File: config.mk
export PLATFORM = sky130hd
export DESIGN_NAME = clock_bcd_scheduler
export DESIGN_NICKNAME = d
export VERILOG_FILES = /design/src/rtl/clock_bcd_scheduler.sv
export SDC_FILE = /design/constraint.sdc
export NUM_CORES = 1
export LEC_CHECK = 0
export BUFFER_PORTS_ARGS = -buffer_cell sky130_fd_sc_hd__buf_2
export CORE_ASPECT_RATIO = 1.5
export CORE_MARGIN = 4
export CORE_UTILIZATION = 25
export CTS_CLUSTER_DIAMETER = 120
export DETAILED_ROUTE_END_ITERATION = 10
export PLACE_DENSITY = 0.43
export SETUP_SLACK_MARGIN = 0.15
export SYNTH_ARGS = -nofsm -noshare
export SYNTH_HDL_FRONTEND = slang
export SYNTH_SLANG_ARGS = --single-unit
export TNS_END_PERCENT = 5
File: constraint.sdc
create_clock -name clk -period 2.5 [get_ports clk]
set_input_delay 0.5 -clock clk [delete_from_list [all_inputs] [get_ports clk]]
set_output_delay 0.5 -clock clk [all_outputs]
set_load 0.02 [all_outputs]
File: src/rtl/clock_bcd_scheduler.sv
// HH:MM:SS timekeeping core. Binary seconds/minutes/hours advanced by a 1 Hz
// prescaler, with a user load port. A single shared 0..59 binary-to-BCD
// converter is time-multiplexed across the three fields by a small FSM, and
// the display outputs are only updated once a full coherent triple is ready.
module clock_bcd_scheduler #(
    parameter int unsigned TICK_DIV = 100_000_000,
    parameter int unsigned CNT_W    = 27
) (
    input  logic       clk,
    input  logic       rst_n,
    input  logic       run,
    input  logic       set_en,
    input  logic [1:0] set_field,
    input  logic [5:0] set_value,
    output logic       set_err,
    output logic [7:0] hh_bcd,
    output logic [7:0] mm_bcd,
    output logic [7:0] ss_bcd,
    output logic       bcd_valid,
    output logic       conv_busy
);

    typedef enum logic [2:0] {
        S_IDLE,
        S_SEC,
        S_MIN,
        S_HR,
        S_DONE
    } state_t;

    localparam logic [CNT_W-1:0] TICK_LAST = CNT_W'(TICK_DIV - 1);

    logic [CNT_W-1:0] presc_q, presc_d;
    logic [5:0]       ss_q, ss_d;
    logic [5:0]       mm_q, mm_d;
    logic [5:0]       hh_q, hh_d;
    logic             set_err_q, set_err_d;
    logic             tick;
    logic             set_ok;
    logic             time_upd;

    state_t           state_q;
    logic             pending_q;
    logic             pend_take;
    logic [7:0]       sh_ss_q, sh_mm_q, sh_hh_q;
    logic [7:0]       ss_bcd_q, mm_bcd_q, hh_bcd_q;
    logic             bcd_valid_q;

    logic [5:0]       conv_bin;
    logic [3:0]       conv_tens;
    logic [3:0]       conv_units;
    logic [7:0]       conv_bcd;

    // Next-state for prescaler and time registers; an accepted load overrides a tick.
    always_comb begin
        // NOTE: every combinational output gets a default first so no path leaves it unassigned (no latch).
        presc_d  = presc_q;
        ss_d     = ss_q;
        mm_d     = mm_q;
        hh_d     = hh_q;
        time_upd = 1'b0;

        tick   = run && (presc_q == TICK_LAST);
        set_ok = set_en && (((set_field <= 2'd1) && (set_value <= 6'd59)) ||
                            ((set_field == 2'd2) && (set_value <= 6'd23)));
        set_err_d = set_en && !set_ok;

        if (!run || tick) begin
            presc_d = '0;
        end else begin
            presc_d = presc_q + 1'b1;
        end

        if (set_ok) begin
            presc_d  = '0;
            time_upd = 1'b1;
            case (set_field)
                2'd0:    ss_d = set_value;
                2'd1:    mm_d = set_value;
                default: hh_d = set_value;
            endcase
        end else if (tick) begin
            time_upd = 1'b1;
            if (ss_q == 6'd59) begin
                ss_d = 6'd0;
                if (mm_q == 6'd59) begin
                    mm_d = 6'd0;
                    hh_d = (hh_q == 6'd23) ? 6'd0 : hh_q + 6'd1;
                end else begin
                    mm_d = mm_q + 6'd1;
                end
            end else begin
                ss_d = ss_q + 6'd1;
            end
        end
    end

    // Time registers, prescaler and the load-reject pulse.
    always_ff @(posedge clk or negedge rst_n) begin
        if (!rst_n) begin
            presc_q   <= '0;
            ss_q      <= 6'd0;
            mm_q      <= 6'd0;
            hh_q      <= 6'd0;
            set_err_q <= 1'b0;
        end else begin
            // NOTE: sequential state uses non-blocking assignments so all registers update from pre-edge values.
            presc_q   <= presc_d;
            ss_q      <= ss_d;
            mm_q      <= mm_d;
            hh_q      <= hh_d;
            set_err_q <= set_err_d;
        end
    end

    // Shared converter: the field is selected by state, 0 while idle; inputs stay below 60.
    always_comb begin
        conv_bin = 6'd0;
        case (state_q)
            S_SEC:   conv_bin = ss_q;
            S_MIN:   conv_bin = mm_q;
            S_HR:    conv_bin = hh_q;
            default: conv_bin = 6'd0;
        endcase

        conv_tens  = 4'd0;
        conv_units = conv_bin[3:0];
        if (conv_bin >= 6'd50) begin
            conv_tens  = 4'd5;
            conv_units = 4'(conv_bin - 6'd50);
        end else if (conv_bin >= 6'd40) begin
            conv_tens  = 4'd4;
            conv_units = 4'(conv_bin - 6'd40);
        end else if (conv_bin >= 6'd30) begin
            conv_tens  = 4'd3;
            conv_units = 4'(conv_bin - 6'd30);
        end else if (conv_bin >= 6'd20) begin
            conv_tens  = 4'd2;
            conv_units = 4'(conv_bin - 6'd20);
        end else if (conv_bin >= 6'd10) begin
            conv_tens  = 4'd1;
            conv_units = 4'(conv_bin - 6'd10);
        end
        conv_bcd = {conv_tens, conv_units};
    end

    // Pending is consumed whenever the FSM starts a pass (from idle or back-to-back from done).
    assign pend_take = (state_q == S_IDLE) || (state_q == S_DONE);

    // Conversion sequencer: capture shadows field by field, publish all three together.
    always_ff @(posedge clk or negedge rst_n) begin
        if (!rst_n) begin
            state_q     <= S_IDLE;
            pending_q   <= 1'b0;
            sh_ss_q     <= 8'h00;
            sh_mm_q     <= 8'h00;
            sh_hh_q     <= 8'h00;
            ss_bcd_q    <= 8'h00;
            mm_bcd_q    <= 8'h00;
            hh_bcd_q    <= 8'h00;
            bcd_valid_q <= 1'b0;
        end else begin
            bcd_valid_q <= 1'b0;
            // A fresh update always wins over consumption, so at most one extra pass queues.
            pending_q   <= time_upd | (pending_q & ~pend_take);
            case (state_q)
                S_IDLE: begin
                    if (pending_q) state_q <= S_SEC;
                end
                S_SEC: begin
                    sh_ss_q <= conv_bcd;
                    state_q <= S_MIN;
                end
                S_MIN: begin
                    sh_mm_q <= conv_bcd;
                    state_q <= S_HR;
                end
                S_HR: begin
                    sh_hh_q <= conv_bcd;
                    state_q <= S_DONE;
                end
                S_DONE: begin
                    ss_bcd_q    <= sh_ss_q;
                    mm_bcd_q    <= sh_mm_q;
                    hh_bcd_q    <= sh_hh_q;
                    bcd_valid_q <= 1'b1;
                    state_q     <= pending_q ? S_SEC : S_IDLE;
                end
                default: state_q <= S_IDLE;
            endcase
        end
    end

    assign set_err   = set_err_q;
    assign hh_bcd    = hh_bcd_q;
    assign mm_bcd    = mm_bcd_q;
    assign ss_bcd    = ss_bcd_q;
    assign bcd_valid = bcd_valid_q;
    assign conv_busy = (state_q != S_IDLE);

endmodule
Yosys cells after proc, flatten, opt, wreduce, memory -nomap -nowiden
Cells that the tools add are included.
- input bits: 12
- logic and storage cells: 102
- output and inout port bits: 27
- flip-flop bits (word level): 99
- reduce and logical (&&, ||, !) cells: 20
- multiplexer cells: 34
- $add $sub $neg: 9
- bitwise logic cells: 3
- order comparisons: 8
- eq/ne operators: 14
- operator list (kind ; count):
    2-to-1 mux 6 bit ; 15
    2-to-1 mux 27 bit ; 2
    adder 27 x 1 -> 27 bit (second input constant) ; 1
    equality test 27 bit (second input constant) ; 1
    2-to-1 mux 4 bit ; 5
    adder 6 x 1 -> 6 bit (second input constant) ; 3
    one-hot mux 6 bit (3 select lines) ; 1
    one-hot mux 3 bit (5 select lines) ; 1
    equality test 6 bit (second input constant) ; 2
    >= comparator 6 x 5 -> 1 bit (second input constant) ; 2
    >= comparator 6 bit (second input constant) ; 2
    subtractor 4 bit (second input constant) ; 3
    2-to-1 mux 3 bit ; 3
    equality test 3 x 2 -> 1 bit (second input constant) ; 2
    equality test 6 x 5 -> 1 bit (second input constant) ; 1
    >= comparator 6 x 4 -> 1 bit (second input constant) ; 1
    less-or-equal comparator 6 x 5 -> 1 bit (second input constant) ; 1
    less-or-equal comparator 6 bit (second input constant) ; 1
    nonzero test 2 bit ; 3
    logical AND 1 bit ; 5
    2-to-1 mux 1 bit ; 5
    2-to-1 mux 2 bit ; 2
    inequality test 2 x 1 -> 1 bit (second input constant) ; 2
    inequality test 2 bit (second input constant) ; 2
    19 further kinds ; 22

Depth between registers and ports, before layout
Gate-level depths: netlist of the first run.
- depth after elaboration: 8
- depth in mapped cells: 12
- mapped depth without buffers: 10

Least setup slack after synthesis of the first run
Ideal clock, no wire load.
- path kind: register to register
- start: register state_q[0]
- end: register sh_hh_q[2]
- data required time: 2374 ps
- stages on the path, launching flop included: 13
- path buffers: 2
- setup slack: -272 ps
- arrival time: 2646 ps
- cell sequence: dfrtp_1 > buf_6 > buf_6 > mux2_2 > nand2_1 > a21o_1 > inv_1 > ha_1 > and3_1 > a311o_1 > a2111o_1 > a31oi_2 > o21ai_1
- word-level cells in the longest chain between the ends: 8
- elaborated cells between the ends (all ways): 19
- classes of those cells: add/sub (5); order compare (5); eq/ne (3); mux (6)
- RTL lines (element ; RTL line ; text):
    start: declaration ; 42 ; state_t state_q;
    start signal: assignment ; 187 ; state_q <= pending_q ? S_SEC : S_IDLE;
    equality test 3 x 2 -> 1 bit (tied with other cells) ; 119, 166 ;
    one-hot mux 6 bit (3 select lines) ; 119 ; case (state_q)
    >= comparator 6 x 4 -> 1 bit / subtractor 4 bit (equally long branches) ; 140, 142 ;
    2-to-1 mux 4 bit ; 140 ; end else if (conv_bin >= 6'd10) begin
    2-to-1 mux 4 bit ; 137 ; end else if (conv_bin >= 6'd20) begin
    2-to-1 mux 4 bit ; 134 ; end else if (conv_bin >= 6'd30) begin
    2-to-1 mux 4 bit ; 131 ; end else if (conv_bin >= 6'd40) begin
    2-to-1 mux 4 bit ; 128 ; if (conv_bin >= 6'd50) begin
    end signal: assignment ; 179 ; sh_hh_q <= conv_bcd;
    end: declaration ; 45 ; logic [7:0] sh_ss_q, sh_mm_q, sh_hh_q;
Several ways; a longest one is shown, not always the timed one.
A chain may end at the register's enable or synchronous reset.

Final worst setup path of the first run
Same ends and word-level chain as after synthesis.

==> impl_metrics.ini, run 1 <==
[global_routing]
grt_pass1_wl_um = 21200
grt_usage_pct = 12.0
antenna_found_initial = 0
grt_max_degree = 49
grt_pass1_vias = 4084
gr-total-overflow = 0

[timing]
slew_headroom_pct = 59.4
slew_viol_final = 0
layout_setup_ws_ns = -0.0731
hold_violations = 0
hold_ws_ns = 0.0461
finalCriticalPeriod_ns = 2.57
finalClockSkew_ns = 0.0128
fin_setup_tns_ns = -0.320
rsz0062_at_grt = true
fmax_ghz = 0.389
worst_pin_slew_ns = 0.608
setup_viol = 9
min_period_over_period_pct = 103

[cts]
hold_buffers = 0
cts_buffers = 9
clk_pin_slew_ns = 0.08
cts_buffer_depth = 2
clock_sinks = 93
cts_tree = done
insertion_delay_ns = 0.35
h-tree-depth = 3
root_buffer = clkbuf_16

[drt]
wl_per_cell_um = 14.8
drt-pass1-iter-count = 4
drc = 0
drt-initial-drc-count = 173
drt-total-wl_um = 12600
vias = 3924
drtAntennaViolNets = 0
vias_per_cell = 4.61

[power]
powerDensity_nw_per_um2 = 1040
ir_drop_v = 0.000402
p_leak_nw = 2.75

[layout]
antenna_cells = 0
nNetsFinal = 615
drive_gt1_share_pct = 28.2
fin_util_pct = 32.0
fin_area_sq_um = 6180
final_common_cell = dfrtp_1
syn2layout_area_growth_pct = 25.2
layout_common_cells = dfrtp_1, buf_4, nor2_1, nand2_1, buf_2
fillerInstances = 2030
stdcell_count = 852

[floorplan]
dieArea_sq_um = 22100
die_height_um = 180
core_sq_um = 19300
num_rows = 62
start_util_pct = 25.5
fp.dieW_um = 123
pin_count = 39

[logic_synthesis]
synth_top_area_cell = dfrtp_1
synth_area_sq_um = 4930
syn_inst = 508
synth_area_leaders = dfrtp_1, mux2_2, nor2_1
async_flop_share_pct = 100
syn_avg_cell_area_sq_um = 9.71
ys.flop_type = dfrtp_1
synth_edf_count = 0
synth_top_area_share_pct = 47.2
yosysSeqAreaShare_pct = 47.2
yosysWarnings = 0
synth_cell_type_count = 66
yosys_register_bits = 93

[setup_path]
crit_fanout = 8
crit-reg2reg-launch = state_q[0]$_DFFE_PN0P_
timing.rr.end = sh_hh_q[2]$_DFFE_PN0N_
worstSetupPathType = flip-flop to flip-flop
start_kind = flip-flop
path_buf_inv = 1
reg2reg_depth = 10
reg2reg_slack_ns = -0.07
end_kind = flip-flop
cp-endpoint = sh_hh_q[2]$_DFFE_PN0N_
crit_chain = mux2_2 > nand2_1 > a21o_4 > inv_2 > ha_2 > and3_1 > a311o_2 > a2111o_1 > a31oi_4 > o21ai_1
cp.arrival_ns = 2.79
slowest_stage = dfrtp_2
cp_top_family = compound AO/OA/AOI/OAI gates
worst-path-stages = 10
max_stage_delay_ns = 0.44
cp.required_ns = 2.72
startpoint = state_q[0]$_DFFE_PN0P_

[place]
place.gp.congestion = 0.802
hpwl_um = 9680
dpl_cell_area_sq_um = 5800
dp_cells = 834
place.port_buffers = 35

[flow_run]
maxCapViolations = 0

[hold_path]
hold_class = primary input to async pin

[run_status]
status = complete, but fails checks
violations = negative setup slack
==> layout make-up <==
cell class / instances / area [sq um] / area share [%]
Clock buffer: 10 / 229 / 3.71
Clock inverter: 6 / 46.3 / 0.749
Inverter: 16 / 60.1 / 0.972
Multi-Input combinational cell: 374 / 2520 / 40.9
Sequential cell: 93 / 2330 / 37.7
Tap cell: 256 / 320 / 5.19
Timing Repair Buffer: 97 / 668 / 10.8
==> state kept, by name, indices dropped and copies added (netlist names), 3 cells and up <==
signal	flops
presc_q	27
hh_bcd	7
mm_bcd	7
sh_hh_q	7
sh_mm_q	7
sh_ss_q	7
ss_bcd	7
hh_q	6
mm_q	6
ss_q	6
state_q	3
==> cell usage after synthesis (3+ instances only) <==
cell,number
ha_1,12
buf_4,6
or3_1,4
and3_1,10
o21ai_0,32
xnor2_1,16
dfrtp_1,93
a41o_1,3
nand2_1,47
nor3b_1,4
nor3_1,12
nor2b_1,7
nor2_1,53
xor2_1,9
o31a_1,4
o21ai_1,18
a21oi_1,20
nor4_1,5
clkbuf_1,17
nand3_1,24
and4_1,3
a31oi_1,3
inv_1,15
mux2_2,26
and2_1,3
nand4_1,5
o21a_1,5
buf_6,3
nand2b_1,4
==> logic make-up after synthesis <==
group,after synthesis,share of synthesized area [%]
and+or+nand+nor,192,19.1
muxes,31,7.10
buffers and inverters,43,4.21
other,1,0.0760
AOI/OAI and AO/OA,111,14.8
DFF,93,47.2
xor gates and xnor gates,25,4.44
adders and majority gates,12,3.04
==> per-stage QoR <==
stage          worst slack [ns]  power [mW]
2_1_floorplan           -0.0878        3.98
3_3_place_gp             -0.128        5.03
3_5_place_dp             -0.181        5.06
4_1_cts                 -0.0531        6.39
5_1_grt                  -0.162        6.90
6_report                -0.0731        6.41
==> routing by layer <==
layer	routed length, um	track usage (%)	vias to the layer above
met5	0	0	-
met4	241	3.99	0
met3	315	1.98	11
met2	6850	22.1	52
met1	5230	13.9	1909
li1	-	-	1952
==> where the power goes <==
part / internal (mW) / switching [mW]
clock network: 0.683 / 0.618
logic: 1.32 / 1.57
registers: 1.92 / 0.305
total: 3.92 / 2.49
==> worst min-delay path by stage <==
stage / endpoint / from / depth (start not counted)
3_3_place_gp: mm_bcd[0]$_DFFE_PN0P_ / rst_n / 1
5_1_grt: ss_q[0]$_DFFE_PN0P_ / rst_n / 1
6_report: ss_q[0]$_DFFE_PN0P_ / rst_n / 1
3_5_place_dp: mm_bcd[0]$_DFFE_PN0P_ / rst_n / 1
4_1_cts: ss_q[0]$_DFFE_PN0P_ / rst_n / 1
2_1_floorplan: bcd_valid$_DFF_PN0_ / rst_n / 0
==> timing repair <==
item | in CTS | in global routing
gates resized for setup | 9 | 12
pin swaps | 1 | 6
setup buffers | 0 | 2
setup endpoints to repair | 33 | 26
No activity file was read; power rests on OpenSTA's default activity.
==> run 2: changes to the inputs <==
--- a/config.mk
+++ b/config.mk
@@ -11,6 +11,7 @@
 export CORE_UTILIZATION = 25
 export CTS_CLUSTER_DIAMETER = 120
 export DETAILED_ROUTE_END_ITERATION = 10
+export MAX_ROUTING_LAYER = met4
 export PLACE_DENSITY = 0.43
 export SETUP_SLACK_MARGIN = 0.15
 export SYNTH_ARGS = -nofsm -noshare
==> impl_metrics.ini, run 2 (synthesized netlist as in run 1, its figures left out) <==
[drt]
vias_per_cell = 4.61
drc = 0
drt-total-wl_um = 12700
drt-pass1-iter-count = 4
drt-initial-drc-count = 153
wl_per_cell_um = 14.9
vias = 3925
drtAntennaViolNets = 0

[power]
ir_drop_v = 0.000402
switching_power_mw = 2.49
powerDensity_nw_per_um2 = 1040
internal_power_mw = 3.92
p_leak_nw = 2.75
pwr-share-clk_pct = 20.2
combPwrFrac_pct = 45.1
power_frac_seq_pct = 34.7
p_sw_share_pct = 38.9

[layout]
syn2layout_area_growth_pct = 25.2
drive_gt1_share_pct = 28.2
largest-register = presc_q
final_common_cell = dfrtp_1
nNetsFinal = 615
layout_common_cells = dfrtp_1, buf_4, nor2_1, nand2_1, buf_2
multi_input_area_sq_um = 2520
fin_area_sq_um = 6180
largest_reg_flops = 27
antenna_cells = 0
ff_latch_area_sq_um = 2330
fillerInstances = 2030

[global_routing]
grt_max_degree = 49
grt_pass1_vias = 4074
antenna_found_initial = 0
gr-total-overflow = 0
grt_usage_pct = 12.4
grt_pass1_wl_um = 21200

[run_status]
status = complete, but fails checks
violations = negative setup slack

[floorplan]
fp.dieW_um = 123
die_height_um = 180
num_rows = 62
start_util_pct = 25.5
dieArea_sq_um = 22100
core_sq_um = 19300
pin_count = 39

[timing]
rsz0062_at_grt = true
fmax_ghz = 0.389
slew_headroom_pct = 59.0
slew_viol_final = 0
hold_violations = 0
hold_ws_ns = 0.0460
worst_pin_slew_ns = 0.615
min_period_over_period_pct = 103
finalClockSkew_ns = 0.0134
setup_viol = 11
finalCriticalPeriod_ns = 2.57
layout_setup_ws_ns = -0.0732

[setup_path]
start_kind = flip-flop
worstSetupPathType = flip-flop to flip-flop
crit_fanout = 8
timing.rr.end = sh_hh_q[2]$_DFFE_PN0N_
cp-endpoint = sh_hh_q[2]$_DFFE_PN0N_
cp.required_ns = 2.72
crit-reg2reg-launch = state_q[0]$_DFFE_PN0P_
cp.arrival_ns = 2.79
reg2reg_depth = 10
startpoint = state_q[0]$_DFFE_PN0P_
reg2reg_slack_ns = -0.07
end_kind = flip-flop

[cts]
clock_sinks = 93
cts_buffer_depth = 2
insertion_delay_ns = 0.35
clk_pin_slew_ns = 0.08
h-tree-depth = 3
root_buffer = clkbuf_16
cts_buffers = 9
cts_tree = done

[place]
hpwl_um = 9680
place.port_buffers = 35
dpl_cell_area_sq_um = 5800
place.gp.congestion = 0.813
dpl_worst_slack_ns = -0.181

[hold_path]
hold_class = primary input to async pin

[flow_run]
maxCapViolations = 0
run 2: timing repair:
| item | in CTS | in global routing |
|---|---|---|
| endpoints found under the setup margin | 33 | 26 |
| hold buffers | 0 | 0 |
| resized for setup | 9 | 11 |
| pin swaps | 1 | 6 |
| buffers inserted | 0 | 2 |
| endpoints found under the hold margin | 0 | 0 |
run 2: final cells by class:
type                            instances  share of cell area, %
Clock inverter                          6                  0.749
Timing Repair Buffer                   97                   10.8
Inverter                               16                  0.972
Multi-Input combinational cell        374                   40.9
Clock buffer                           10                   3.71
Sequential cell                        93                   37.7
Tap cell                              256                   5.19
run 2: critical path, cell delays in order (launching register included):
cell and delay (ns):
dfrtp_2 0.44, mux2_2 0.35, nand2_1 0.09, a21o_4 0.15
inv_2 0.05, ha_2 0.19, and3_1 0.16, a311o_2 0.42
a2111o_1 0.35, a31oi_4 0.17, o21ai_1 0.09
run 2: metal layers:
metal | share of wire [%] | vias up | wire length (um) | track usage (%)
li1 | - | 1949 | - | -
met1 | 42 | 1921 | 5280 | 14.0
met2 | 54 | 44 | 6870 | 22.0
met3 | 2.1 | 11 | 272 | 1.98
met4 | 1.9 | 0 | 238 | 3.86
met5 | 0 | - | 0 | -
run 2: power groups by stage:
| stage | sequential, mW | clock (mW) | combinational (mW) |
|---|---|---|---|
| global route | 2.29 | 1.40 | 3.22 |
| detailed placement | 2.26 | 0 | 2.80 |
| floorplan | 2.33 | 0 | 1.65 |
| global placement | 2.25 | 0 | 2.78 |
| CTS | 2.23 | 1.34 | 2.82 |
| finish | 2.22 | 1.30 | 2.90 |
run 2: worst min-delay path by stage:
stage | start | end | slack [ns] | depth (start not counted)
after global placement | rst_n | mm_bcd[0]$_DFFE_PN0P_ | 0.43 | 1
after floorplan | rst_n | bcd_valid$_DFF_PN0_ | 0.20 | 0
after global routing | rst_n | ss_q[0]$_DFFE_PN0P_ | 0.06 | 1
after CTS | rst_n | ss_q[0]$_DFFE_PN0P_ | 0.05 | 1
final | rst_n | ss_q[0]$_DFFE_PN0P_ | 0.05 | 1
after detailed placement | rst_n | mm_bcd[0]$_DFFE_PN0P_ | 0.42 | 1
run 2: per-stage QoR:
stage,utilization (%),setup TNS [ns],std cells,power [mW]
finish,32.0,-0.394,852,6.42
floorplan,-,-0.616,510,3.98
CTS,31.6,-0.295,850,6.39
detailed placement,30.0,-2.34,834,5.06
global placement,30.0,-2.07,834,5.03
global route,32.0,-1.72,852,6.91
==> run 3: changes to the inputs <==
--- a/config.mk
+++ b/config.mk
@@ -12,7 +12,7 @@
 export CTS_CLUSTER_DIAMETER = 120
 export DETAILED_ROUTE_END_ITERATION = 10
 export MAX_ROUTING_LAYER = met4
-export PLACE_DENSITY = 0.43
+export PLACE_DENSITY = 0.42
 export SETUP_SLACK_MARGIN = 0.15
 export SYNTH_ARGS = -nofsm -noshare
 export SYNTH_HDL_FRONTEND = slang
==> constraint.sdc (replaced) <==
create_clock -name clk -period 2.6 [get_ports clk]
set_input_delay 0.52 -clock clk [delete_from_list [all_inputs] [get_ports clk]]
set_output_delay 0.52 -clock clk [all_outputs]
set_load 0.02 [all_outputs]
==> impl_metrics.ini, run 3 (synthesized netlist as in run 1, its figures left out) <==
[layout]
largest_reg_flops = 27
nNetsFinal = 609
stdcell_count = 845
layout_common_cells = dfrtp_1, buf_4, nor2_1, nand2_1, buf_2
largest-register = presc_q
fillerInstances = 2006
drive_gt1_share_pct = 28.9
syn2layout_area_growth_pct = 25.5
antenna_cells = 0
multi_input_area_sq_um = 2570
final_common_cell = dfrtp_1
ff_latch_area_sq_um = 2330

[place]
hpwl_um = 9770
place.port_buffers = 35
dp_cells = 826
place.gp.congestion = 0.817

[setup_path]
reg2reg_depth = 9
crit-reg2reg-launch = state_q[0]$_DFFE_PN0P_
cp_top_family = compound AO/OA/AOI/OAI gates
reg2reg_slack_ns = 0.06
cp.required_ns = 2.82
max_stage_delay_ns = 0.47
timing.rr.end = sh_hh_q[2]$_DFFE_PN0N_
crit_fanout = 7
worst-path-stages = 9
cp.arrival_ns = 2.76
start_kind = flip-flop
end_kind = flip-flop
crit_chain = mux2_4 > a32o_2 > inv_2 > ha_1 > nor2_2 > o31a_1 > a2111o_1 > a31oi_4 > o21ai_1
path_buf_inv = 1
worstSetupPathType = flip-flop to flip-flop
slowest_stage = dfrtp_2

[timing]
min_period_over_period_pct = 97.6
fin_setup_tns_ns = 0
setup_viol = 0
finalCriticalPeriod_ns = 2.54
rsz0062_at_grt = true
hold_violations = 0
slew_viol_final = 0
worst_pin_slew_ns = 0.741
slew_headroom_pct = 50.6
fmax_ghz = 0.394
finalClockSkew_ns = 0.0143

[global_routing]
grt_pass1_vias = 4058
gr-total-overflow = 0
grt_pass1_wl_um = 21400
antenna_found_initial = 0
grt_max_degree = 50
grt_usage_pct = 12.6

[floorplan]
core_sq_um = 19300
pin_count = 39
fp.dieW_um = 123
dieArea_sq_um = 22100
die_height_um = 180
num_rows = 62
start_util_pct = 25.5

[cts]
clock_sinks = 93
root_buffer = clkbuf_16
hold_buffers = 0
cts_buffers = 9
cts_tree = done
h-tree-depth = 3
cts_buffer_depth = 2
clk_pin_slew_ns = 0.07
insertion_delay_ns = 0.35

[flow_run]
maxCapViolations = 0

[drt]
wl_per_cell_um = 15.3
drt-initial-drc-count = 155
drc = 0
vias_per_cell = 4.66
drtAntennaViolNets = 0
drt-total-wl_um = 12900
drt-pass1-iter-count = 4
vias = 3935

[power]
powerDensity_nw_per_um2 = 1020
totalPowerFinal_mw = 6.34
p_leak_nw = 2.75
ir_drop_v = 0.000352

[run_status]
status = finished clean

[hold_path]
hold_class = primary input to async pin
==> run 3: cell types whose count changed in the layout (fill, tap and decap cells not counted), sizes merged <==
cell      before  now
buf           97   91
bufinv         0    1
clkbuf        10    9
clkinv         2    1
clkinvlp       2    1
inv           18   19
==> run 3: stage by stage <==
| stage | instance area, sq um | hold WS, ns | util, % | setup WS, ns |
|---|---|---|---|---|
| floorplan | 4950 | 0.224 | - | 0.0122 |
| finish | 6190 | 0.193 | 32.1 | 0.0623 |
| global placement | 5730 | 0.463 | 29.7 | -0.148 |
| detailed placement | 5730 | 0.464 | 29.7 | -0.153 |
| CTS | 6050 | 0.222 | 31.3 | 0.0197 |
| global route | 6190 | 0.260 | 32.1 | -0.0654 |
==> run 3: area by class of cell <==
type | count | share of cell area, %
multi-input cells | 374 | 41.6
clock buffers | 9 | 3.64
flip-flops and latches | 93 | 37.6
clock inverters | 6 | 1.15
inverters | 16 | 0.970
repair buffers | 91 | 9.86
well taps | 256 | 5.17
==> run 3: worst register-to-register path, stage by stage (launching register included) <==
cell      delay [ns]
dfrtp_2         0.47
mux2_4          0.32
a32o_2          0.28
inv_2           0.13
ha_1            0.21
nor2_2          0.07
o31a_1          0.26
a2111o_1        0.43
a31oi_4         0.16
o21ai_1         0.09
==> run 3: worst max path at each step <==
stage                     slack, ns                    from                     end
after floorplan                0.01  state_q[0]$_DFFE_PN0P_  sh_hh_q[2]$_DFFE_PN0N_
after global placement        -0.15  state_q[0]$_DFFE_PN0P_  sh_mm_q[5]$_DFFE_PN0N_
after detailed placement      -0.15  state_q[0]$_DFFE_PN0P_  sh_mm_q[5]$_DFFE_PN0N_
after CTS                      0.02    presc_q[9]$_DFF_PN0_     mm_q[3]$_DFFE_PN0P_
after global routing          -0.07  state_q[0]$_DFFE_PN0P_  sh_mm_q[3]$_DFFE_PN0N_
final                          0.06  state_q[0]$_DFFE_PN0P_  sh_hh_q[2]$_DFFE_PN0N_
==> run 3: power by group <==
part | internal, mW | total (mW) | switching, mW
registers | 1.85 | 2.15 | 0.309
clock network | 0.753 | 1.35 | 0.596
logic | 1.28 | 2.84 | 1.55
total | 3.88 | 6.34 | 2.46
==> run 3: repair_timing <==
item,CTS,global route
buffers inserted,1,3
pin swaps,0,13
endpoints found under the setup margin,30,34
endpoints found under the hold margin,0,0
resized for setup,5,27
==> run 3: per-layer routing <==
metal  routed length [um]  vias up  part of all wire (%)  global-route usage [%]
met1                 5280     1925                    41                    14.2
met2                 7070       59                    55                    22.3
li1                     -     1938                     -                       -
met3                  338       13                   2.6                    1.73
met5                    0        -                     0                       -
met4                  251        0                   1.9                    4.84
